`config.mk`:
```
export PLATFORM = sky130hd
export DESIGN_NAME = apb_uart16550_host
export DESIGN_NICKNAME = d
export VERILOG_FILES = /design/src/rtl/apb_uart16550_host.sv
export SDC_FILE = /design/constraint.sdc
export NUM_CORES = 1
export LEC_CHECK = 0
export CORE_MARGIN = 3
export CORE_UTILIZATION = 35
export CTS_CLUSTER_SIZE = 14
export DETAILED_ROUTE_END_ITERATION = 10
export GPL_TIMING_DRIVEN = 1
export HOLD_SLACK_MARGIN = 0.1
export PLACE_DENSITY = 0.7
export SETUP_SLACK_MARGIN = 0.3
export SLEW_MARGIN = 15
export SYNTH_ARGS = -nofsm -noshare
export SYNTH_HDL_FRONTEND = slang
export SYNTH_SLANG_ARGS = --single-unit
```
`constraint.sdc`:
```
create_clock -name clk_i -period 1.78 [get_ports clk_i]
set_input_delay 0.356 -clock clk_i [delete_from_list [all_inputs] [get_ports clk_i]]
set_output_delay 0.356 -clock clk_i [all_outputs]
set_load 0.05 [all_outputs]
```
`src/rtl/apb_uart16550_host.sv`:
```
// rtl/apb_uart16550_host.sv - APB4 requester issuing single register transfers to a UART16550 slave.
// Optional ACCESS-phase timeout abort is enabled by defining APB_HOST_TIMEOUT_EN.
module apb_uart16550_host #(
  parameter int              ADDR_WIDTH = 3,
  parameter logic [2:0]      PPROT_VAL  = 3'b000,
  parameter int              TIMEOUT    = 255
) (
  input  logic                  clk_i,
  input  logic                  rst_i,
  input  logic                  cmd_valid_i,
  output logic                  cmd_ready_o,
  input  logic                  cmd_write_i,
  input  logic [ADDR_WIDTH-1:0] cmd_addr_i,
  input  logic [7:0]            cmd_wdata_i,
  output logic                  rsp_valid_o,
  input  logic                  rsp_ready_i,
  output logic [7:0]            rsp_rdata_o,
  output logic                  rsp_err_o,
  output logic                  busy_o,
  output logic                  PSEL,
  output logic                  PENABLE,
  output logic [ADDR_WIDTH-1:0] PADDR,
  output logic                  PWRITE,
  output logic [7:0]            PWDATA,
  output logic                  PSTRB,
  output logic [2:0]            PPROT,
  input  logic [7:0]            PRDATA,
  input  logic                  PREADY,
  input  logic                  PSLVERR
);

  typedef enum logic [1:0] {IDLE, SETUP, ACCESS, RESP} state_t;

  state_t state;

  if (TIMEOUT < 1) begin : g_timeout_check
    $error("TIMEOUT must be at least 1");
  end

`ifdef APB_HOST_TIMEOUT_EN
  localparam int CW_RAW = $clog2(TIMEOUT + 1);
  localparam int CW     = (CW_RAW < 8) ? 8 : ((CW_RAW > 32) ? 32 : CW_RAW);
  // Abort fires in the cycle whose stall would bring the count up to TIMEOUT.
  localparam logic [CW-1:0] LIMIT = CW'(TIMEOUT - 1);

  logic [CW-1:0] wait_cnt;
`endif

  assign cmd_ready_o = (state == IDLE) && !rst_i;
  assign busy_o      = (state != IDLE);
  assign PPROT       = PPROT_VAL;

  always_ff @(posedge clk_i or posedge rst_i) begin
    if (rst_i) begin
      state       <= IDLE;
      PSEL        <= 1'b0;
      PENABLE     <= 1'b0;
      PADDR       <= '0;
      PWRITE      <= 1'b0;
      PWDATA      <= 8'h00;
      PSTRB       <= 1'b0;
      rsp_valid_o <= 1'b0;
      rsp_rdata_o <= 8'h00;
      rsp_err_o   <= 1'b0;
`ifdef APB_HOST_TIMEOUT_EN
      wait_cnt    <= '0;
`endif
    end else begin
      case (state)
        IDLE: begin
          if (cmd_valid_i) begin
            PADDR  <= cmd_addr_i;
            PWRITE <= cmd_write_i;
            PWDATA <= cmd_wdata_i;
            PSTRB  <= cmd_write_i;
            PSEL   <= 1'b1;
            state  <= SETUP;
          end
        end
        SETUP: begin
          PENABLE <= 1'b1;
`ifdef APB_HOST_TIMEOUT_EN
          wait_cnt <= '0;
`endif
          state   <= ACCESS;
        end
        ACCESS: begin
          if (PREADY) begin
            PSEL        <= 1'b0;
            PENABLE     <= 1'b0;
            rsp_valid_o <= 1'b1;
            rsp_rdata_o <= PWRITE ? 8'h00 : PRDATA;
            rsp_err_o   <= PSLVERR;
            state       <= RESP;
          end
`ifdef APB_HOST_TIMEOUT_EN
          else if (wait_cnt == LIMIT) begin
            PSEL        <= 1'b0;
            PENABLE     <= 1'b0;
            rsp_valid_o <= 1'b1;
            rsp_rdata_o <= 8'h00;
            rsp_err_o   <= 1'b1;
            state       <= RESP;
          end else begin
            wait_cnt <= wait_cnt + CW'(1);
          end
`endif
        end
        RESP: begin
          if (rsp_ready_i) begin
            rsp_valid_o <= 1'b0;
            state       <= IDLE;
          end
        end
        default: state <= IDLE;
      endcase
    end
  end

endmodule
```
# Word-level counts from Yosys, hierarchy flattened
# Cells that the tools add are included.
dict set report word_totals {
  regBits 26
  in_bits 26
  output_inout_bits 30
  elab_cells 40
}
dict set report classes {
  n_eq_ne 6
  muxes 12
  reduce_logical 13
}
# op count
set op_table {}
lappend op_table {{$reduce_and 3->1} 3}
lappend op_table {{$mux 8} 1}
lappend op_table {{$pmux 2 s4} 1}
lappend op_table {{$reduce_bool 2->1} 4}
lappend op_table {{$mux 2} 3}
lappend op_table {{$ne 2x2->1 const B} 3}
lappend op_table {{$pmux 1 s2} 3}
lappend op_table {{$reduce_and 2->1} 3}
lappend op_table {{$eq 2x2->1 const B} 2}
lappend op_table {{$mux 1} 4}
lappend op_table {{$eq 2x1->1 const B} 1}
lappend op_table {{$logic_not 2->1} 1}
lappend op_table {{$logic_and 1x1->1} 1}
lappend op_table {{$logic_not 1->1} 1}

# Depth between registers and ports, before layout
# Gate-level depths: netlist of the first run.
dict set report depth {
  depth_word 3
  mapped_depth 6
  mapped_depth_nobuf 5
}

# Worst setup path before layout of the first run
# No wires, ideal clock.
dict set report synth_path {
  path_type {register -> output}
  from {register state[0]}
  to {output cmd_ready_o}
  arrival_ns 1.679
  t_required_ns 1.424
  setup_slack_ns -0.255
  path_stages_with_launch 5
  n_path_buf 0
  path_cell_list {dfrtp_1 > inv_1 > ha_1 > inv_1 > nor2_1}
}
dict set report synth_between {
  elab_chain_cells 2
}
# element line
set synth_lines {}
lappend synth_lines {{start: declaration} 34} ;# state_t state;
lappend synth_lines {{start signal: assignment} 55} ;# state <= IDLE;
lappend synth_lines {{start signal: assignment} 77} ;# state <= SETUP;
lappend synth_lines {{start signal: assignment} 85} ;# state <= ACCESS;
lappend synth_lines {{$logic_not 2->1} 49} ;# assign cmd_ready_o = (state == IDLE) && !rst_i;
lappend synth_lines {{$logic_and 1x1->1} 49}
lappend synth_lines {{end: declaration} 11} ;# output logic cmd_ready_o,
# Every way passes these cells.

# Final worst setup path of the first run
dict set report layout_path {
  from {register state[1]}
  to {output cmd_ready_o}
}
# The elaborated chain is that of the path after synthesis.

==> impl_metrics.json, run 1 <==
{
  "antenna_found_initial": 0,
  "clk_pin_slew_worst_paths_ps": 130,
  "reg2regPathDepth": 5,
  "hold_viol_final": 0,
  "synthFlopType": "dfrtp_1",
  "nets": 199,
  "min_period_ps": 1740,
  "rsz0062_at_grt": "true",
  "overflow": 0,
  "worstPathMaxFanout": 3,
  "via_per_inst": 4.44,
  "synth_top_area_frac": 0.532,
  "synth_edf_count": 0,
  "cts_hold_buf": 0,
  "synthArstFlopShare": 1.00,
  "hpwl_um": 2030,
  "clkSinkCount": 26,
  "synth_area_leader_cell": "dfrtp_1",
  "drt-wirelength-per-cell_um": 12.5,
  "synth.distinct_cells": 20,
  "ys_seq_area_frac": 0.532,
  "drtIter0Drc": 19,
  "pre_cts_ws_ps": 84.5,
  "rr_startpoint": "state[1]$_DFFE_PP0P_",
  "skew_ps": 6.85,
  "max_cap_viol_count": 0,
  "critPathLaunch": "state[1]$_DFFE_PP0P_",
  "vdd_drop_max_mv": 1.10,
  "wirelength_um": 2620,
  "layout_setup_ws_ps": 38.8,
  "cts_max_path_buffers": 2,
  "power_mw": 4.08,
  "fp.coreArea_um2": 3200,
  "ant_nets": 0,
  "cts_buffers": 3,
  "syn-cell-area_um2": 1220,
  "fmax_ghz": 0.574,
  "pwr_density_cell_nw_per_um2": 2140,
  "dpl_cell_area_um2": 1810,
  "clock_latency_ps": 310,
  "numPortBuffers": 52,
  "hp-class": "input port to asynchronous set/reset pin",
  "arrival_ps": 1390,
  "crit_required_ps": 1420,
  "fin_crit_sh": 0.978,
  "synth.most_common_cell": "dfrtp_1",
  "status": "completed",
  "gp_congestion": 0.742,
  "dr.pass1.iters": 3,
  "diodes": 0,
  "die_area_um2": 4240,
  "cts_tree": "built",
  "num_vias": 927,
  "power.leakage_nw": 0.878,
  "path_class": "flop to output pin",
  "crit_path_end": "cmd_ready_o",
  "slew_violations": 0,
  "die_h_um": 65.1,
  "end_kind": "output pin",
  "io_pins": 56,
  "fin_hold_ws_ps": 462,
  "initial_core_util": 0.382,
  "grt_max_degree": 27,
  "grt_pass1_vias": 970,
  "setup.worst_path.start_class": "flop",
  "area_growth_pct": 56.1,
  "synthTopCellsByArea": "dfrtp_1, mux2_2, ha_1",
  "setup_viol": 0,
  "syn_avg_cell_area_um2": 11.9,
  "netlist_top_cells_count": "dfrtp_1, mux2_2, nand2_1, o21ai_0, nand2b_1",
  "grt_util_all_layers": 0.137,
  "drive_gt1_frac": 0.424,
  "post-route-drc-count": 0,
  "grt_pass1_wl_um": 4460,
  "root_buffer": "clkbuf_4",
  "yosysWarnings": 0,
  "synth-seq-cells": 26,
  "rows": 20,
  "fp.dieW_um": 65.1,
  "synthCells": 103,
  "rr_endpoint": "state[1]$_DFFE_PP0P_",
  "h-tree-depth": 1,
  "final_area_um2": 1910,
  "rrSetupSlack_ps": 350
}
==> state kept, by name (all words and copies together), names as in the netlist <==
signal and flops:
PADDR 3, rsp_rdata_o 8, PENABLE 1, PSTRB 1, rsp_valid_o 1, state 2, PWDATA 8, rsp_err_o 1
PSEL 1
==> logic make-up after synthesis <==
group                      Yosys count  share of synthesized area
AOI/OAI and AO/OA                   14                     0.0737
adders and majority gates            6                     0.0614
buffers and inverters               12                     0.0583
DFF                                 26                      0.532
muxes                               17                      0.157
other                                1                    0.00307
and+or+nand+nor                     27                      0.115
==> layout make-up <==
class / count / area, µm²
well taps: 44 / 55.1
multi-input cells: 67 / 553
repair buffers: 63 / 598
flip-flops and latches: 26 / 653
inverters: 6 / 26.3
fillers: 276 / 1290
clock buffers: 3 / 22.5
==> placed cells by master, fill, tap and decap left out, types with 2 or more instances in the layout <==
| cell type | n |
|---|---|
| o21ai_1 | 4 |
| clkdlybuf4s50_1 | 25 |
| buf_4 | 33 |
| o21ai_0 | 7 |
| ha_1 | 3 |
| buf_12 | 5 |
| dfrtp_1 | 24 |
| inv_1 | 2 |
| nand2_1 | 11 |
| conb_1 | 3 |
| inv_2 | 3 |
| mux2_2 | 13 |
| dfrtp_2 | 2 |
| ha_4 | 2 |
| mux2i_1 | 3 |
| clkbuf_4 | 3 |
| nand2b_1 | 9 |
==> power breakdown <==
group	leakage, nW	internal, mW	total [mW]	switching [mW]
Combinational	0.556	1.11	2.76	1.64
Sequential	0.309	0.885	1.08	0.194
Clock	0.0138	0.0792	0.241	0.161
==> per-layer routing <==
layer | share of wire | vias up | routed length, µm | GRT usage
met4 | 0.014 | 0 | 36 | 0.0544
met1 | 0.40 | 427 | 1050 | 0.160
met3 | 0.088 | 4 | 229 | 0.0410
met2 | 0.50 | 39 | 1310 | 0.236
li1 | - | 457 | - | -
met5 | 0 | - | 0 | 0
==> how the worst min path moves through the flow <==
stage	cells past startpoint	endpoint	slack, ps
after global routing	3	PENABLE$_DFFE_PP0P_	500
after CTS	3	PENABLE$_DFFE_PP0P_	460
after floorplan	1	PADDR[0]$_DFFE_PP0P_	400
after global placement	2	rsp_rdata_o[7]$_DFFE_PP0P_	460
after detailed placement	2	rsp_rdata_o[6]$_DFFE_PP0P_	480
final	3	PENABLE$_DFFE_PP0P_	460
==> what timing repair did <==
action	CTS	global route
setup buffers	6	1
setup endpoints to repair	5	19
pin swaps	2	1
gates resized for setup	4	8
==> stage by stage <==
step	TNS (ps)	instances	utilization
floorplan	0	105	-
global placement	0	199	0.564
detailed placement	0	199	0.564
CTS	0	208	0.589
global route	-55.1	209	0.596
finish	0	209	0.596
==> critical path, cell delays in order (launching register included) <==
cell,delay (ps)
dfrtp_2,440
inv_2,80
ha_4,140
clkinvlp_4,140
nor2_4,130
buf_12,140
No activity file was read; power rests on OpenSTA's default activity.
==> run 2: changes to the inputs <==
- CORE_ASPECT_RATIO: not set -> 0.7
- DONT_BUFFER_PORTS: not set -> 1
- PLACE_DENSITY: 0.7 -> not set
==> run 2 against run 1 <==
Count of clock-buffer cells in the layout up 1. First-iteration DRC count down 32%. Flip-flop and latch count unchanged. Die area up 0.26%. Cell count down 22%. Global-route usage down 2.3 points. Wire length down 3.6%. Largest cell class unchanged. Highest routed layer is now met3.
==> impl_metrics.json, run 2 (synthesis results as in run 1) <==
{
  "status": "completed",
  "dr.pass1.iters": 4,
  "hp-class": "input port to flop",
  "rows": 17,
  "dp_cells": 152,
  "skew_ps": 2.84,
  "critical-path-max-stage-delay_ps": 410,
  "pre_cts_ws_ps": 303,
  "via_per_inst": 4.70,
  "num_vias": 771,
  "met3_length_um": 239,
  "antenna_found_initial": 0,
  "nets": 150,
  "post-route-drc-count": 0,
  "setup.worst_path.start_class": "flop",
  "fp.coreArea_um2": 3250,
  "slowest_stage": "dfrtp_1",
  "rsz0062_at_grt": "true",
  "area_growth_pct": 27.9,
  "path_class": "flop to output pin",
  "final_common_cell": "dfrtp_1",
  "wl_met1_um": 1040,
  "hold_viol_final": 0,
  "numPortBuffers": 0,
  "grt_max_degree": 17,
  "layout_setup_ws_ps": 156,
  "worstPathMaxFanout": 2,
  "fin_hold_ws_ps": 229,
  "slew_headroom": 0.608,
  "min_period_ps": 1620,
  "fp.dieW_um": 76.6,
  "overflow": 0,
  "layout_common_cells": "dfrtp_1, mux2_4, nand2_1, o21ai_0, nand2b_1",
  "drt-wirelength-per-cell_um": 15.4,
  "h-tree-depth": 1,
  "reg_top3": "PWDATA (8), rsp_rdata_o (8), PADDR (3)",
  "hpwl_um": 1780,
  "n_fill_cell": 285,
  "clock_latency_ps": 260,
  "setup_tns_ps": 0,
  "slew_violations": 0,
  "die_area_um2": 4250,
  "drive_gt1_frac": 0.376,
  "ant_nets": 0,
  "crit_required_ps": 1420,
  "fin_crit_sh": 0.913,
  "gp_congestion": 0.691,
  "grt_pass1_wl_um": 3960,
  "diodes": 0,
  "cts_buffers": 3,
  "initial_core_util": 0.376,
  "final_cell_count_no_fill": 164,
  "cts_tree": "built",
  "wirelength_um": 2520,
  "clk_pin_slew_worst_paths_ps": 80,
  "io_pins": 56,
  "max_cap_viol_count": 0,
  "cp_cell_sequence": "inv_2 -> ha_4 -> clkinvlp_4 -> nor2_4 -> buf_12",
  "die_h_um": 55.4,
  "worst_pin_slew_ps": 588,
  "arrival_ps": 1270,
  "wl_met2_um": 1240,
  "grt_util_all_layers": 0.115,
  "end_kind": "output pin",
  "cts_max_path_buffers": 2,
  "setup_viol": 0,
  "fmax_ghz": 0.616,
  "drtIter0Drc": 13,
  "grt_pass1_vias": 829,
  "highest_layer": "met3",
  "root_buffer": "clkbuf_8",
  "clkSinkCount": 26
}
==> run 2: cell types whose count changed in the layout (fill, tap and decap cells not counted), moves of 4 or more <==
cell,delta
clkdlybuf4s50_1,-25
mux2_4,+12
clkbuf_8,+4
buf_4,-26
mux2_2,-12
==> run 2: per-layer routing <==
layer / vias up / track usage
met5: - / 0
met4: 0 / 0.00775
met3: 0 / 0.0619
met2: 41 / 0.204
met1: 371 / 0.127
li1: 359 / -
==> run 2: final timing paths <==
| check | from | to | slack (ps) | cells after the start |
|---|---|---|---|---|
| max in group asynchronous | rst_i | PSEL$_DFFE_PP0P_ | 760 | 3 |
| worst max-delay path | state[0]$_DFFE_PP0P_ | cmd_ready_o | 160 | 5 |
| worst max register to register | state[1]$_DFFE_PP0P_ | PWDATA[1]$_DFFE_PP0P_ | 290 | 7 |
| min in group asynchronous | rst_i | PWDATA[7]$_DFFE_PP0P_ | 570 | 2 |
| worst min register to register | state[1]$_DFFE_PP0P_ | state[1]$_DFFE_PP0P_ | 720 | 2 |
| worst min-delay path | PRDATA[2] | rsp_rdata_o[2]$_DFFE_PP0P_ | 230 | 2 |
==> run 2: worst max-delay path, delay by kind of cell (launching register included) <==
family | cells | cell delay [ps]
fa+ha+maj | 1 | 150
buf+inv | 3 | 340
flops | 1 | 410
simple gates | 1 | 110
==> run 2: layout make-up <==
cell class                 count  area (µm²)  share of cell area
sequential                    26         652               0.417
multi-input combinational     67         613               0.392
timing repair buffer          14         159               0.102
tap                           47        58.8              0.0376
clock buffer                   4        55.1              0.0352
inverter                       6        26.3              0.0168
==> run 2: timing repair <==
action                                  CTS  global route
resized for setup                         5            24
pin swaps                                 1             1
cloned                                    0             1
endpoints found under the setup margin    5            24
hold endpoints to repair                 12             0
buffers inserted                          5             1
hold buffers                              1             0
==> run 2: stage by stage <==
| step | instance area, µm² | util |
|---|---|---|
| CTS | 1460 | 0.448 |
| floorplan | 1250 | - |
| detailed placement | 1330 | 0.410 |
| global placement | 1330 | 0.410 |
| global route | 1560 | 0.481 |
| finish | 1560 | 0.481 |
Power of run 2 is not shown: default switching activity piles up to over one toggle a cycle in this logic, so the estimate is an artifact.
